`src/rtl/mem_access_pkg.sv`:
```
// Shared definitions for the MEM-stage access unit.
// Covers funct3 encodings, FSM state encoding, fault codes and an access-size helper.
package mem_access_pkg;

  localparam logic [2:0] F3_B  = 3'b000;
  localparam logic [2:0] F3_H  = 3'b001;
  localparam logic [2:0] F3_W  = 3'b010;
  localparam logic [2:0] F3_BU = 3'b100;
  localparam logic [2:0] F3_HU = 3'b101;

  localparam logic [1:0] FLT_NONE    = 2'b00;
  localparam logic [1:0] FLT_MISAL   = 2'b01;
  localparam logic [1:0] FLT_RANGE   = 2'b10;
  localparam logic [1:0] FLT_ILLEGAL = 2'b11;

  typedef enum logic [1:0] {
    ST_IDLE    = 2'd0,
    ST_ISSUE   = 2'd1,
    ST_CAPTURE = 2'd2,
    ST_RESP    = 2'd3
  } state_t;

  // Access width in bytes; funct3[1:0] selects byte/half/word.
  function automatic logic [2:0] access_bytes(input logic [2:0] f3);
    logic [2:0] n;
    case (f3[1:0])
      2'b00:   n = 3'd1;
      2'b01:   n = 3'd2;
      default: n = 3'd4;
    endcase
    return n;
  endfunction

endpackage

```
`src/rtl/load_extend.sv`:
```
// Sign/zero extension of little-endian load data according to funct3.
// Sub-word data is taken from the low lanes of the raw read.
module load_extend
  import mem_access_pkg::*;
(
  input  logic [2:0]  funct3,
  input  logic [31:0] raw,
  output logic [31:0] data
);

  // Select the extension matching the load type.
  always_comb begin
    data = raw;
    case (funct3)
      F3_B:    data = {{24{raw[7]}}, raw[7:0]};
      F3_BU:   data = {24'd0, raw[7:0]};
      F3_H:    data = {{16{raw[15]}}, raw[15:0]};
      F3_HU:   data = {16'd0, raw[15:0]};
      F3_W:    data = raw;
      default: data = raw;
    endcase
  end

endmodule

```
`src/rtl/mem_access_unit.sv`:
```
// MEM-stage load/store controller: accepts one access, checks it, strobes Data_mem,
// waits out the registered read and returns extended data with a fault code.
module mem_access_unit
  import mem_access_pkg::*;
#(
  parameter int unsigned MEM_BYTES        = 256,
  parameter bit          ALLOW_MISALIGNED = 1'b0
) (
  input  logic        clk,
  input  logic        rst,
  input  logic        req_valid,
  output logic        req_ready,
  input  logic        req_write,
  input  logic [2:0]  req_funct3,
  input  logic [31:0] req_addr,
  input  logic [31:0] req_wdata,
  input  logic [4:0]  req_rd,
  output logic [31:0] mem_addr,
  output logic        mem_write,
  output logic        mem_read,
  output logic        mem_half,
  output logic        mem_byte,
  output logic [31:0] mem_wdata,
  input  logic [31:0] mem_rdata,
  output logic        rsp_valid,
  input  logic        rsp_ready,
  output logic [31:0] rsp_rdata,
  output logic [4:0]  rsp_rd,
  output logic [1:0]  rsp_fault
);

  state_t      state_r;
  state_t      next_state_s;
  logic        write_r;
  logic [2:0]  funct3_r;
  logic [4:0]  rd_r;
  logic        accept_s;
  logic [2:0]  size_s;
  logic [32:0] last_byte_s;
  logic        legal_f3_s;
  logic        misal_s;
  logic [1:0]  fault_s;
  logic [31:0] ext_data_s;

  load_extend u_load_extend (
    .funct3 (funct3_r),
    .raw    (mem_rdata),
    .data   (ext_data_s)
  );

  assign accept_s = req_valid && req_ready;

  // Request check; 33-bit end address so a top-of-space access cannot wrap to legal.
  always_comb begin
    size_s      = access_bytes(req_funct3);
    last_byte_s = {1'b0, req_addr} + {30'd0, size_s} - 33'd1;
    if (req_write) begin
      legal_f3_s = (req_funct3 == F3_B) || (req_funct3 == F3_H) || (req_funct3 == F3_W);
    end else begin
      legal_f3_s = (req_funct3 == F3_B) || (req_funct3 == F3_H) || (req_funct3 == F3_W) ||
                   (req_funct3 == F3_BU) || (req_funct3 == F3_HU);
    end
    misal_s = ((size_s == 3'd2) && req_addr[0]) ||
              ((size_s == 3'd4) && (req_addr[1:0] != 2'b00));
    if (!legal_f3_s) begin
      fault_s = FLT_ILLEGAL;
    end else if (last_byte_s >= 33'(MEM_BYTES)) begin
      fault_s = FLT_RANGE;
    end else if (misal_s && !ALLOW_MISALIGNED) begin
      fault_s = FLT_MISAL;
    end else begin
      fault_s = FLT_NONE;
    end
  end

  // Next-state logic.
  always_comb begin
    next_state_s = state_r;
    case (state_r)
      ST_IDLE: begin
        if (accept_s) begin
          next_state_s = (fault_s != FLT_NONE) ? ST_RESP : ST_ISSUE;
        end else begin
          next_state_s = ST_IDLE;
        end
      end
      ST_ISSUE:   next_state_s = write_r ? ST_RESP : ST_CAPTURE;
      ST_CAPTURE: next_state_s = ST_RESP;
      ST_RESP: begin
        if (rsp_ready) begin
          next_state_s = ST_IDLE;
        end else begin
          next_state_s = ST_RESP;
        end
      end
      default:    next_state_s = ST_IDLE;
    endcase
  end

  // State, request latch and registered outputs; strobes live exactly one cycle.
  always_ff @(posedge clk) begin
    if (rst) begin
      state_r   <= ST_IDLE;
      write_r   <= 1'b0;
      funct3_r  <= 3'd0;
      rd_r      <= 5'd0;
      req_ready <= 1'b1;
      mem_addr  <= 32'd0;
      mem_wdata <= 32'd0;
      mem_write <= 1'b0;
      mem_read  <= 1'b0;
      mem_half  <= 1'b0;
      mem_byte  <= 1'b0;
      rsp_valid <= 1'b0;
      rsp_rdata <= 32'd0;
      rsp_rd    <= 5'd0;
      rsp_fault <= FLT_NONE;
    end else begin
      state_r   <= next_state_s;
      req_ready <= (next_state_s == ST_IDLE);
      rsp_valid <= (next_state_s == ST_RESP);
      mem_write <= 1'b0;
      mem_read  <= 1'b0;
      mem_half  <= 1'b0;
      mem_byte  <= 1'b0;
      if (accept_s) begin
        write_r  <= req_write;
        funct3_r <= req_funct3;
        rd_r     <= req_rd;
      end
      if (accept_s && (fault_s == FLT_NONE)) begin
        mem_addr  <= req_addr;
        mem_wdata <= req_wdata;
        mem_write <= req_write;
        mem_read  <= !req_write;
        mem_half  <= (size_s == 3'd2);
        mem_byte  <= (size_s == 3'd1);
      end
      // Response payload is loaded on the cycle that enters RESP and then held.
      if (accept_s && (fault_s != FLT_NONE)) begin
        rsp_rdata <= 32'd0;
        rsp_rd    <= 5'd0;
        rsp_fault <= fault_s;
      end else if ((state_r == ST_ISSUE) && write_r) begin
        rsp_rdata <= 32'd0;
        rsp_rd    <= 5'd0;
        rsp_fault <= FLT_NONE;
      end else if (state_r == ST_CAPTURE) begin
        rsp_rdata <= ext_data_s;
        rsp_rd    <= rd_r;
        rsp_fault <= FLT_NONE;
      end
    end
  end

endmodule
```
`config.mk`:
```
export PLATFORM = sky130hd
export DESIGN_NAME = mem_access_unit
export DESIGN_NICKNAME = d
export VERILOG_FILES = /design/src/rtl/mem_access_pkg.sv /design/src/rtl/load_extend.sv /design/src/rtl/mem_access_unit.sv
export SDC_FILE = /design/constraint.sdc
export NUM_CORES = 1
export LEC_CHECK = 0
export CAP_MARGIN = 25
export CORE_UTILIZATION = 48
export CTS_CLUSTER_SIZE = 24
export DETAILED_ROUTE_END_ITERATION = 12
export GPL_TIMING_DRIVEN = 1
export PLACE_DENSITY = 0.82
export SETUP_SLACK_MARGIN = 0.15
export SLEW_MARGIN = 40
export SYNTH_ARGS = -nofsm -noshare
export SYNTH_HDL_FRONTEND = slang
export SYNTH_SLANG_ARGS = --single-unit
```
`constraint.sdc`:
```
create_clock -name clk -period 6.3 [get_ports clk]
set_input_delay 0.63 -clock clk [delete_from_list [all_inputs] [get_ports clk]]
set_output_delay 0.63 -clock clk [all_outputs]
set_load 0.01 [all_outputs]
```
**Word-level counts from Yosys, hierarchy flattened**

Cells that the tools add are included.
Widths: inputs -> output; s select.

- Flip-flop bits (word level): 120
- Input bits: 109
- Output and inout bits: 109
- RAM bits: 0
- Memories: 0
- Word-level logic and storage cells: 71
- Bits in read-only memories: 0
- Latch bits: 0

- Divide/modulo/power cells: 0
- Add/sub/neg operators: 2
- Eq/ne operators: 15
- $mul: 0
- Shift operators: 0
- Magnitude comparators: 1
- Bitwise operators: 1
- Mux-type cells: 14
- Reduce and logical (&&, ||, !) cells: 23

Operators by type and width:

| kind | count |
|---|---|
| $pmux 32 s4 | 1 |
| $add 32x3->33 | 1 |
| $ge 33x9->1 const B | 1 |
| $sub 33x1->33 const B | 1 |
| $mux 2 | 8 |
| $eq 3x3->1 const B | 5 |
| $eq 3x1->1 const B | 3 |
| $logic_not 2->1 | 4 |
| $pmux 2 s4 | 1 |
| $eq 2x2->1 const B | 3 |
| $eq 3x2->1 const B | 2 |
| $logic_and 1x1->1 | 6 |
| $logic_not 3->1 | 2 |
| $pmux 3 s2 | 1 |
| $logic_or 1x1->1 | 5 |
| $eq 2x1->1 const B | 2 |
| $reduce_bool 2->1 | 2 |
| $mux 1 | 3 |
| $reduce_bool 3->1 | 1 |
| $reduce_or 3->1 | 1 |
| $reduce_or 2->1 | 1 |
| $logic_not 1->1 | 1 |
| $not 1->1 | 1 |

**Logic depth before layout (Yosys ltp)**

Gate-level depths: netlist (run 1).

- Depth in word-level cells: 13
- Gate-level depth with buffers: 19
- Depth with buffers taken out: 17

**Cells and area by module**

From an unflattened synthesis (run 1), not the netlist that was laid out.

- Cell total of the unflattened synthesis: 921
- Area total of the unflattened synthesis: 7508.5 um^2

By module, submodules not included:

| module | area an instance (um^2) | instances | cells each | seq. area each (um^2) |
|---|---|---|---|---|
| mem_access_unit | 7153.1 | 1 | 854 | 2402.3 |
| load_extend | 355.3 | 1 | 67 | 0.0 |

**Least setup slack after synthesis (run 1)**

OpenSTA, ideal clock, no wires.

- Kind: input -> register
- Start: input port req_funct3[1]
- End: register mem_addr[25]
- Setup slack: 1704 ps
- Arrival: 4526 ps
- Setup time: 70 ps
- Data required time: 6230 ps
- Path buffers: 2
- Stages: 18
- Cells stage by stage: or2_2 > ha_1 > inv_1 > ha_1 > inv_1 > fa_1 > and2b_1 > o2111ai_1 > a21o_1 > a211o_1 > and3_1 > or4_1 > a2111o_1 > nor4_4 > buf_4 > buf_6 > nand3_1 > a21oi_1

- Cells in the longest elaborated chain, start to end: 10
- Elaborated cells between the ends (all ways): 26
- Those cells by class: 2 x add/sub; 1 x order compare; 7 x eq/ne; 5 x mux; 11 x reduce/logical

Ends and longest elaborated chain:

| item | RTL line | text |
|---|---|---|
| from (decl) | mem_access_unit.sv:14 | `input logic [2:0] req_funct3,` |
| parallel branches: the longest is 7 deep, another holds $add 32x3->33 | -- |  |
| $mux 2 (*) | mem_access_unit.sv:65 | `if (!legal_f3_s) begin` |
| $logic_not 2->1 (*) | mem_access_unit.sv:131 | `if (accept_s && (fault_s == FLT_NONE)) begin` |
| $logic_and 1x1->1 (*) | mem_access_unit.sv:131 |  |
| to (signal assigned) | mem_access_unit.sv:132 | `mem_addr <= req_addr;` |
| to (decl) | mem_access_unit.sv:18 | `output logic [31:0] mem_addr,` |

Every way passes the cells marked *.
A chain may end at the register's enable or synchronous reset.

**Worst setup path in the final report (run 1)**

- Start: input port req_funct3[0]
- End: register rsp_valid

- Cells in the longest elaborated chain, start to end: 13
- Elaborated cells between the ends (all ways): 29
- Those cells by class: 2 x add/sub; 1 x order compare; 8 x eq/ne; 8 x mux; 10 x reduce/logical

Ends and longest elaborated chain:

| item | RTL line | text |
|---|---|---|
| parallel branches: the longest is 7 deep, another holds $add 32x3->33 | -- |  |
| $mux 2 (*) | mem_access_unit.sv:65 |  |
| $reduce_bool 2->1 (*) | mem_access_unit.sv:82 | `next_state_s = (fault_s != FLT_NONE) ? ST_RESP : ST_ISSUE;` |
| $mux 2 (*) | mem_access_unit.sv:82 |  |
| $mux 2 (*) | mem_access_unit.sv:81 | `if (accept_s) begin` |
| $pmux 2 s4 (*) | mem_access_unit.sv:79 | `case (state_r)` |
| $eq 2x2->1 (*) | mem_access_unit.sv:121 | `rsp_valid <= (next_state_s == ST_RESP);` |
| to (signal assigned) | mem_access_unit.sv:121 |  |
| to (decl) | mem_access_unit.sv:25 | `output logic rsp_valid,` |

Marks and branches as above.

==> impl_metrics.toml, run 1 <==
[run_status]
status = "completed"

[worst_setup_path]
worstPathArrival_ns = 5.53
start_kind = "input pin"
crit_path_end_kind = "flip-flop"
worstPathRequired_ns = 6.61
critPathKind = "input pin to flip-flop"
path_max_fanout = 39

[clock_tree]
cts_resized = 0
clockRootBuffer = "clkbuf_16"
post_cts_buffers = 0
path_clk_slew_ns = 0.05
ctsHtreeMaxLevel = 4
cts_buffers = 17
cts.sinks = 120
clock_latency_ns = 0.42
hold_buffers = 0
cts_tree = "built"
clk_path_buf_depth = 2

[floorplanning]
rows = 44
ioPinCount = 218
die_area_um2 = 15500
start_util = 0.494
core_um2 = 14600
die_h_um = 125
die_x_um = 125

[power]
vdd_drop_max_v = 0.000186
combPwrFrac = 0.236
clkPwrFrac = 0.426
seq_power_share = 0.338
p_int_uw = 1650
powerDensity_nw_per_um2 = 238
power.switching_uw = 726
swShare = 0.305
p_leak_uw = 0.00363

[detailed_routing]
first_pass_iters = 5
viasPerCell = 6.00
vias = 7892
drcViolationCount = 0
routedWlPerCell_um = 16.8
ant_nets = 0
finalWirelength_mm = 22.2
drtIter0Drc = 579

[sta]
fin_tns_setup_ns = 0
skew_ns = 0.00964
period_share = 0.829
max_freq_ghz = 0.191
tightest_slew_ns = 0.763
hold_viol_final = 0
finalMaxSlewViolations = 0
grt_setup_unrepaired = "false"
maxSlewHeadroom = 0.491
finalSetupViolCount = 0
timing.final.crit_period_ns = 5.22

[synthesis]
synth.cells.most_frequent = "a21oi_1 (156), dfxtp_1 (120), nand2_1 (92)"
synth_area_um2 = 7210
synthMuxAreaShare = 0.00295
avgSynthCellArea_um2 = 7.52
synthAdderAreaFrac = 0.0618
synth_seq_cells = 120
synth_edf_count = 0
synth-simple-area-share = 0.220
synth_area_leader_cell = "dfxtp_1"
ys.flop_type = "dfxtp_1"
postSynthCellCount = 958
synth.top_cell.area_share = 0.333
synth_nets = 1102
yosysMostFrequentCell = "a21oi_1"
synth_xor_area_frac = 0.0134
synth_area_leaders = "dfxtp_1 (33%), a21oi_1 (11%), o41ai_1 (7.8%)"
async_flop_share = 0
synth.distinct_cells = 67
yosysWarningCount = 0
synth-compound-area-share = 0.290
yosysSeqAreaShare = 0.333
synth_top_family_by_area = "compound AO/OA/AOI/OAI gates"

[grt]
grt_max_degree = 65
grt_pass1_wl_mm = 35.5
grt_pass1_vias = 7152
overflow = 0
gr-usage-all-layers = 0.276
antenna_found_initial = 0

[place]
portBuffers = 217
hpwlAfterDp_mm = 15.2
globalplace.congestion = 0.925

[hold_path]
worstHoldPathType = "flip-flop to flip-flop"

[run]
cap_violations = 0

[finish]
num_antenna_cells = 0
utilization = 0.684
finalNetCount = 1262
nFillCells = 1235
area_growth_pct = 38.6
drive_gt1_frac = 0.0548
-- layout make-up --
cell class	count	area (µm²)	area share
Multi-Input combinational cell	700	4290	0.430
Clock buffer	20	447	0.0447
Inverter	50	188	0.0188
Tap cell	184	230	0.0231
Timing Repair Buffer	229	2260	0.226
Clock inverter	12	166	0.0167
Sequential cell	120	2400	0.241
-- metrics by stage --
stage          power [µW]  hold slack (ns)  std cells  worst slack [ns]  cell area (µm²)
3_5_place_dp         1370            0.443       1283             0.682             9370
5_1_grt              2480            0.470       1315             0.836             9980
4_1_cts              2380            0.451       1315              1.11             9980
6_report             2380            0.452       1315              1.08             9980
3_3_place_gp         1360            0.438       1283             0.816             9360
2_1_floorplan        1160            0.432        958              1.70             7210
-- flip-flops by register name (all words and copies together), names as in the netlist, 2 cells and up --
| name | flops |
|---|---|
| mem_addr | 32 |
| rsp_fault | 2 |
| mem_wdata | 32 |
| state_r | 2 |
| rsp_rdata | 32 |
| rd_r | 5 |
| funct3_r | 3 |
| rsp_rd | 5 |
-- power by group through the flow --
stage / Sequential (µW) / Clock [µW] / Combinational, µW
after floorplan: 826 / 0 / 332
after global placement: 819 / 0 / 540
after detailed placement: 820 / 0 / 548
after CTS: 804 / 1020 / 555
after global routing: 807 / 1060 / 610
final: 804 / 1010 / 561
-- cells by family after synthesis --
family,after synthesis
and+or+nand+nor,328
buffers and inverters,138
AOI/OAI and AO/OA,324
muxes,2
xor gates and xnor gates,11
adders and majority gates,35
DFF,120
-- placed cells by master, fill, tap and decap left out, drive strengths merged, types with 28 or more instances in the layout --
master	count
dfxtp	120
ha	34
o41ai	64
nand2	92
nor2	56
clkdlybuf4s50	216
nor3	40
inv	53
nand3	79
a21oi	156
o21ai	28
-- layer usage --
layer,GRT usage,up-vias,wire length [µm]
li1,-,3860,-
met1,0.358,3693,9920
met2,0.449,301,10300
met3,0.0576,38,1430
met4,0.106,0,499
met5,0,-,0
-- path summary, 6_finish.rpt --
path                 start           end  slack (ns)  cells past startpoint
max reg2reg      req_ready  mem_wdata[7]        4.27                      5
max          req_funct3[0]     rsp_valid        1.08                     18
min reg2reg        rd_r[1]     rsp_rd[1]        0.45                      2
min                rd_r[1]     rsp_rd[1]        0.45                      2
-- worst max-delay path: stages --
cell and delay (ns):
clkdlybuf4s50_1 0.49, or2_2 0.33, ha_1 0.19, inv_1 0.06
ha_1 0.16, inv_1 0.05, fa_1 0.39, and2b_1 0.26
o2111ai_1 0.19, a21o_1 0.31, a211o_1 0.27, and3_1 0.15
or4_1 0.52, a2111o_1 0.45, nor4_4 0.29, buf_4 0.44
a21oi_1 0.15, and3_1 0.19
No activity file was read; power rests on OpenSTA's default activity.
==> inputs of run 2 (changes only) <==
==> constraint.sdc (replaced) <==
create_clock -name clk -period 5.4 [get_ports clk]
set_input_delay 0.54 -clock clk [delete_from_list [all_inputs] [get_ports clk]]
set_output_delay 0.54 -clock clk [all_outputs]
set_load 0.01 [all_outputs]
==> run 2 against run 1 <==
  * First-iteration DRC count down 1.0%
  * Final cell count up 0.23%
  * Clock skew down 0.0045 ns
  * Hold slack worse by 0.096 ns
  * Global-route usage up 0.86 points
  * Utilization up 0.32 points
  * Flip-flop and latch count unchanged
  * Setup slack worse by 0.65 ns
  * Total power up 16%
  * Via count up 0.30%
  * Critical path type unchanged
  * Critical endpoint is now mem_addr[3]
  * Largest cell class unchanged
==> impl_metrics.toml, run 2 (same netlist as run 1, synthesis figures left out) <==
[detailed_routing]
finalWirelength_mm = 22.4
vias = 7916
drtIter0Drc = 573
drcViolationCount = 0
routedWlPerCell_um = 17.0
first_pass_iters = 5
ant_nets = 0
viasPerCell = 6.01

[sta]
hold_viol_final = 0
tightest_slew_ns = 0.832
skew_ns = 0.00512
timing.final.crit_period_ns = 4.97
finalMaxSlewViolations = 0
period_share = 0.921
maxSlewHeadroom = 0.445
max_freq_ghz = 0.201
whs_ns = 0.356
fin_tns_setup_ns = 0
grt_setup_unrepaired = "true"
finalSetupViolCount = 0

[run_status]
status = "completed"

[power]
combPwrFrac = 0.239
clkPwrFrac = 0.421
power.switching_uw = 828
swShare = 0.300
powerDensity_nw_per_um2 = 275
p_leak_uw = 0.00365
p_int_uw = 1930
vdd_drop_max_v = 0.000266
seq_power_share = 0.340

[clock_tree]
cts_tree = "built"
path_clk_slew_ns = 0.06
clockRootBuffer = "clkbuf_16"
clock_latency_ns = 0.41
clk_path_buf_depth = 2
ctsHtreeMaxLevel = 4
cts_buffers = 17
cts.sinks = 120
hold_buffers = 0

[worst_setup_path]
reg2reg_to = "rsp_rdata[9]"
critPathKind = "input pin to flip-flop"
start_kind = "input pin"
worstPathRequired_ns = 5.73
path_max_fanout = 19
worstPathArrival_ns = 5.30
r2r_cells = 4
crit_path_end_kind = "flip-flop"
r2r_slack_ns = 3.45
r2r_start = "funct3_r[1]"

[finish]
layout_common_cells = "clkdlybuf4s50_1 (216), a21oi_1 (156), dfxtp_1 (120), nand2_1 (92), nand3_1 (77)"
drive_gt1_frac = 0.0583
reg_top3 = "mem_addr (32), mem_wdata (32), rsp_rdata (32)"
finalNetCount = 1265
area_growth_pct = 39.2
final_common_cell = "clkdlybuf4s50_1"

[grt]
grt_pass1_wl_mm = 36.5
antenna_found_initial = 1
grt_max_degree = 78
gr-usage-all-layers = 0.285
overflow = 0
grt_pass1_vias = 7199

[floorplanning]
core_um2 = 14600
die_x_um = 125
start_util = 0.494
die_h_um = 125
rows = 44
ioPinCount = 218
die_area_um2 = 15500

[place]
globalplace.congestion = 0.913
hpwlAfterDp_mm = 15.4
portBuffers = 217

[hold_path]
worstHoldPathType = "input pin to flip-flop"
min_to = "state_r[0]"
hold_depth = 2
hp-start = "rst"

[run]
cap_violations = 0
[run 2: what timing repair did]
item                       in CTS  in global routing
setup buffers                   0                  0
resized for setup               0                  1
setup endpoints to repair       0                  3
[run 2: layout make-up]
cell class                 count  area [µm²]
antenna                        1        2.50
clock buffer                  20         457
clock inverter                11         146
fill                        1228        4560
inverter                      50         188
multi-input combinational    700        4300
sequential                   120        2400
tap                          184         230
timing repair buffer         232        2300
[run 2: worst max-delay path, cell delays in order]
cell and delay (ns):
clkdlybuf4s50_1 0.48, or2_2 0.35, ha_1 0.19, inv_1 0.06, ha_1 0.17, inv_1 0.06, fa_1 0.40, and2b_1 0.25
o2111ai_1 0.18, a21o_1 0.24, a211o_1 0.24, and3_1 0.15, or4_1 0.52, a2111o_1 0.45, nor4_4 0.40, buf_4 0.33
nand3_1 0.11, a21oi_1 0.17
[run 2: power by group through the flow]
| stage | logic [µW] | clock network (µW) | registers, µW |
|---|---|---|---|
| detailed placement | 644 | 0 | 957 |
| CTS | 651 | 1170 | 938 |
| global placement | 636 | 0 | 955 |
| finish | 658 | 1160 | 939 |
| floorplan | 387 | 0 | 964 |
| global route | 718 | 1220 | 943 |
[run 2: worst max path at each step]
stage                  startpoint      endpoint  slack, ns  depth (start not counted)
floorplan           req_funct3[1]  mem_addr[25]       0.89                         18
global placement    req_funct3[1]   mem_addr[1]       0.20                         18
detailed placement  req_funct3[1]   mem_addr[3]       0.07                         18
CTS                 req_funct3[1]   mem_addr[3]       0.47                         18
global route        req_funct3[1]   mem_addr[2]       0.14                         18
finish              req_funct3[1]   mem_addr[3]       0.43                         18
[run 2: routing by layer]
layer	wire [µm]	vias to the layer above	part of all wire	global-route usage
li1	-	3880	-	-
met1	10100	3664	0.45	0.371
met2	10200	328	0.46	0.457
met3	1460	44	0.065	0.0623
met4	619	0	0.028	0.113
met5	0	-	0	0
[run 2: stage by stage]
stage / cells / cell area, µm² / worst slack, ns / total power [µW] / util
6_report: 1318 / 10000 / 0.425 / 2760 / 0.688
5_1_grt: 1317 / 10000 / 0.144 / 2880 / 0.687
4_1_cts: 1317 / 10000 / 0.473 / 2760 / 0.687
3_5_place_dp: 1286 / 9420 / 0.0652 / 1600 / 0.646
3_3_place_gp: 1286 / 9410 / 0.196 / 1590 / 0.645
2_1_floorplan: 958 / 7210 / 0.894 / 1350 / -
==> inputs of run 3 (changes only) <==
--- a/config.mk
+++ b/config.mk
@@ -7,7 +7,6 @@
 export LEC_CHECK = 0
 export CAP_MARGIN = 25
 export CORE_UTILIZATION = 48
-export CTS_CLUSTER_SIZE = 24
 export DETAILED_ROUTE_END_ITERATION = 12
 export GPL_TIMING_DRIVEN = 1
 export PLACE_DENSITY = 0.82
==> results of run 3 <==
No change in the layout: final DEF, timing and power equal those of run 2.
==> RTL change: new RTL, config.mk and constraints of run 3 <==
Re-encode `state_t` (4 states) as Gray code, 2 bits wide.
--- a/src/rtl/mem_access_pkg.sv
+++ b/src/rtl/mem_access_pkg.sv
@@ -15,8 +15,8 @@
 
   typedef enum logic [1:0] {
-    ST_IDLE    = 2'd0,
-    ST_ISSUE   = 2'd1,
-    ST_CAPTURE = 2'd2,
-    ST_RESP    = 2'd3
+    ST_IDLE    = 2'b00,
+    ST_ISSUE   = 2'b01,
+    ST_CAPTURE = 2'b11,
+    ST_RESP    = 2'b10
   } state_t;
 
Function: same outputs for any inputs over 4 cycles, from zero or initial values and one cycle with rst high; so few cycles prove little.
==> RTL change against run 3 <==
- total power fell by 12%
- hold slack improved by 0.098 ns
- design area fell by 4.5%
- area after synthesis fell by 7.3%
- routed wire length fell by 16%
- largest cell class unchanged
- sequential cell count did not move
- clock skew rose by 0.0028 ns
- count of clock-buffer cells in the layout fell by 3
- worst setup slack improved by 0.13 ns
==> RTL change: results (changes against run 3) <==
synth_sequential_area_ratio: 0.359  # +0.0261
timing.clock.skew_ns: 0.00791  # +0.00279 ns
crit_path_max_fanout: 25  # +6
syn_avg_cell_area_um2: 7.88  # +4.8%
ir_drop_v: 0.000182  # -32%
antennaDiodeCount: 0  # -1
synth.cells.most_frequent: "130 x nor2_1, 120 x dfxtp_1, 94 x nand2_1"
critical_path.reg2reg.endpoint: "mem_wdata[11]"
syn-num-nets: 992  # -10%
yosysUniqueCellTypes: 63  # -6.0%
critical_path.slowest_cell: "clkdlybuf4s50_1"
avgRoutedWirePerCell_um: 15.2  # -11%
timing.slew.headroom: 0.475  # +0.0301
reg2regPathDepth: 7  # +3
first_global_vias: 6261  # -13%
iteration_0_drc_markers: 361  # -37%
leakagePower_nw: 3.61  # -1.1%
grt_first_pass_wirelength_um: 30400  # -17%
gpl.final_weighted_congestion: 0.930  # +1.9%
place.detailed.hpwl_um: 13800  # -10%
nets: 1195  # -5.5%
outcome: "completed"
grt_resource_usage_total: 0.264  # -0.0214
wirelength_um: 18800  # -16%
cp_slowest_stage_delay_ns: 0.47  # -0.05 ns
worst_hold_startpoint: "rsp_rdata[5]"
cp.arrival_ns: 5.12  # -0.18 ns
rr_startpoint: "req_ready"
holdPathEnd: "rsp_rdata[5]"
grt_start_max_net_pins: 84  # +7.7%
avgViaCountPerCell: 5.45  # -9.3%
holdCritPathClass: "reg -> reg"
synthTopCellsByArea: "dfxtp_1 36%, mux2i_1 10%, nor2_1 7.3%"
antenna_violations_before_repair: 0  # -1
cts_clk_pin_slew_worst_paths_ns: 0.06  # about the same
## RTL change: repair_timing
item,in CTS,in global routing
resized for setup,0,2
endpoints found under the setup margin,0,88
hold endpoints to repair,0,0
## RTL change: layout make-up
type	count	share of cell area
clock buffers	17	0.0444
clock inverters	15	0.0150
inverters	54	0.0212
multi-input cells	632	0.405
flip-flops and latches	120	0.251
well taps	176	0.0230
repair buffers	226	0.240
## RTL change: worst max path at each step
stage / endpoint / slack (ns) / cells after the start
3_3_place_gp: mem_wdata[29] / -0.07 / 19
4_1_cts: mem_wdata[11] / 0.32 / 19
6_report: mem_wdata[11] / 0.56 / 19
3_5_place_dp: mem_wdata[26] / -0.06 / 19
5_1_grt: mem_wdata[10] / 0.29 / 20
2_1_floorplan: mem_addr[0] / 1.13 / 18
## RTL change: per-layer routing
layer  track usage  wire (um)
met5             0          0
met3        0.0599       1060
met1         0.330       8280
met4        0.0984        437
met2         0.439       9020
## RTL change: report_power, final
part	total, W	switching [W]	internal, W
clock network	0.00110	0.000456	0.000642
logic	0.000430	0.000237	0.000193
registers	0.000901	0.00000761	0.000893
total	0.00243	0.000701	0.00173
## RTL change: worst min-delay path: cells and delay by family (launching register included)
kind | cells | cell delay, ns
and+or+nand+nor | 1 | 0.05
AOI/OAI and AO/OA | 1 | 0.05
DFF | 1 | 0.31
## RTL change: stage by stage
stage	TNS (ns)	setup WS (ns)	util	hold slack, ns	power, W
floorplan	0	1.13	-	0.432	0.00118
global placement	-3.31	-0.0686	0.672	0.441	0.00134
detailed placement	-1.51	-0.0647	0.672	0.446	0.00134
CTS	0	0.317	0.714	0.455	0.00244
global route	0	0.294	0.715	0.477	0.00253
finish	0	0.557	0.715	0.454	0.00243
## RTL change: logic make-up (layout without fill, tap and decap cells)
logic type               count (synthesis)  count (layout)  share of synthesized area
XOR/XNOR                                12              12                     0.0157
flip-flops                             120             120                      0.359
multiplexers                            71              71                      0.107
buffers and inverters                   96             312                     0.0612
adder cells (fa/ha/maj)                 35              35                     0.0667
AO/OA/AOI/OAI                          193             193                      0.177
AND/OR/NAND/NOR                        321             321                      0.213
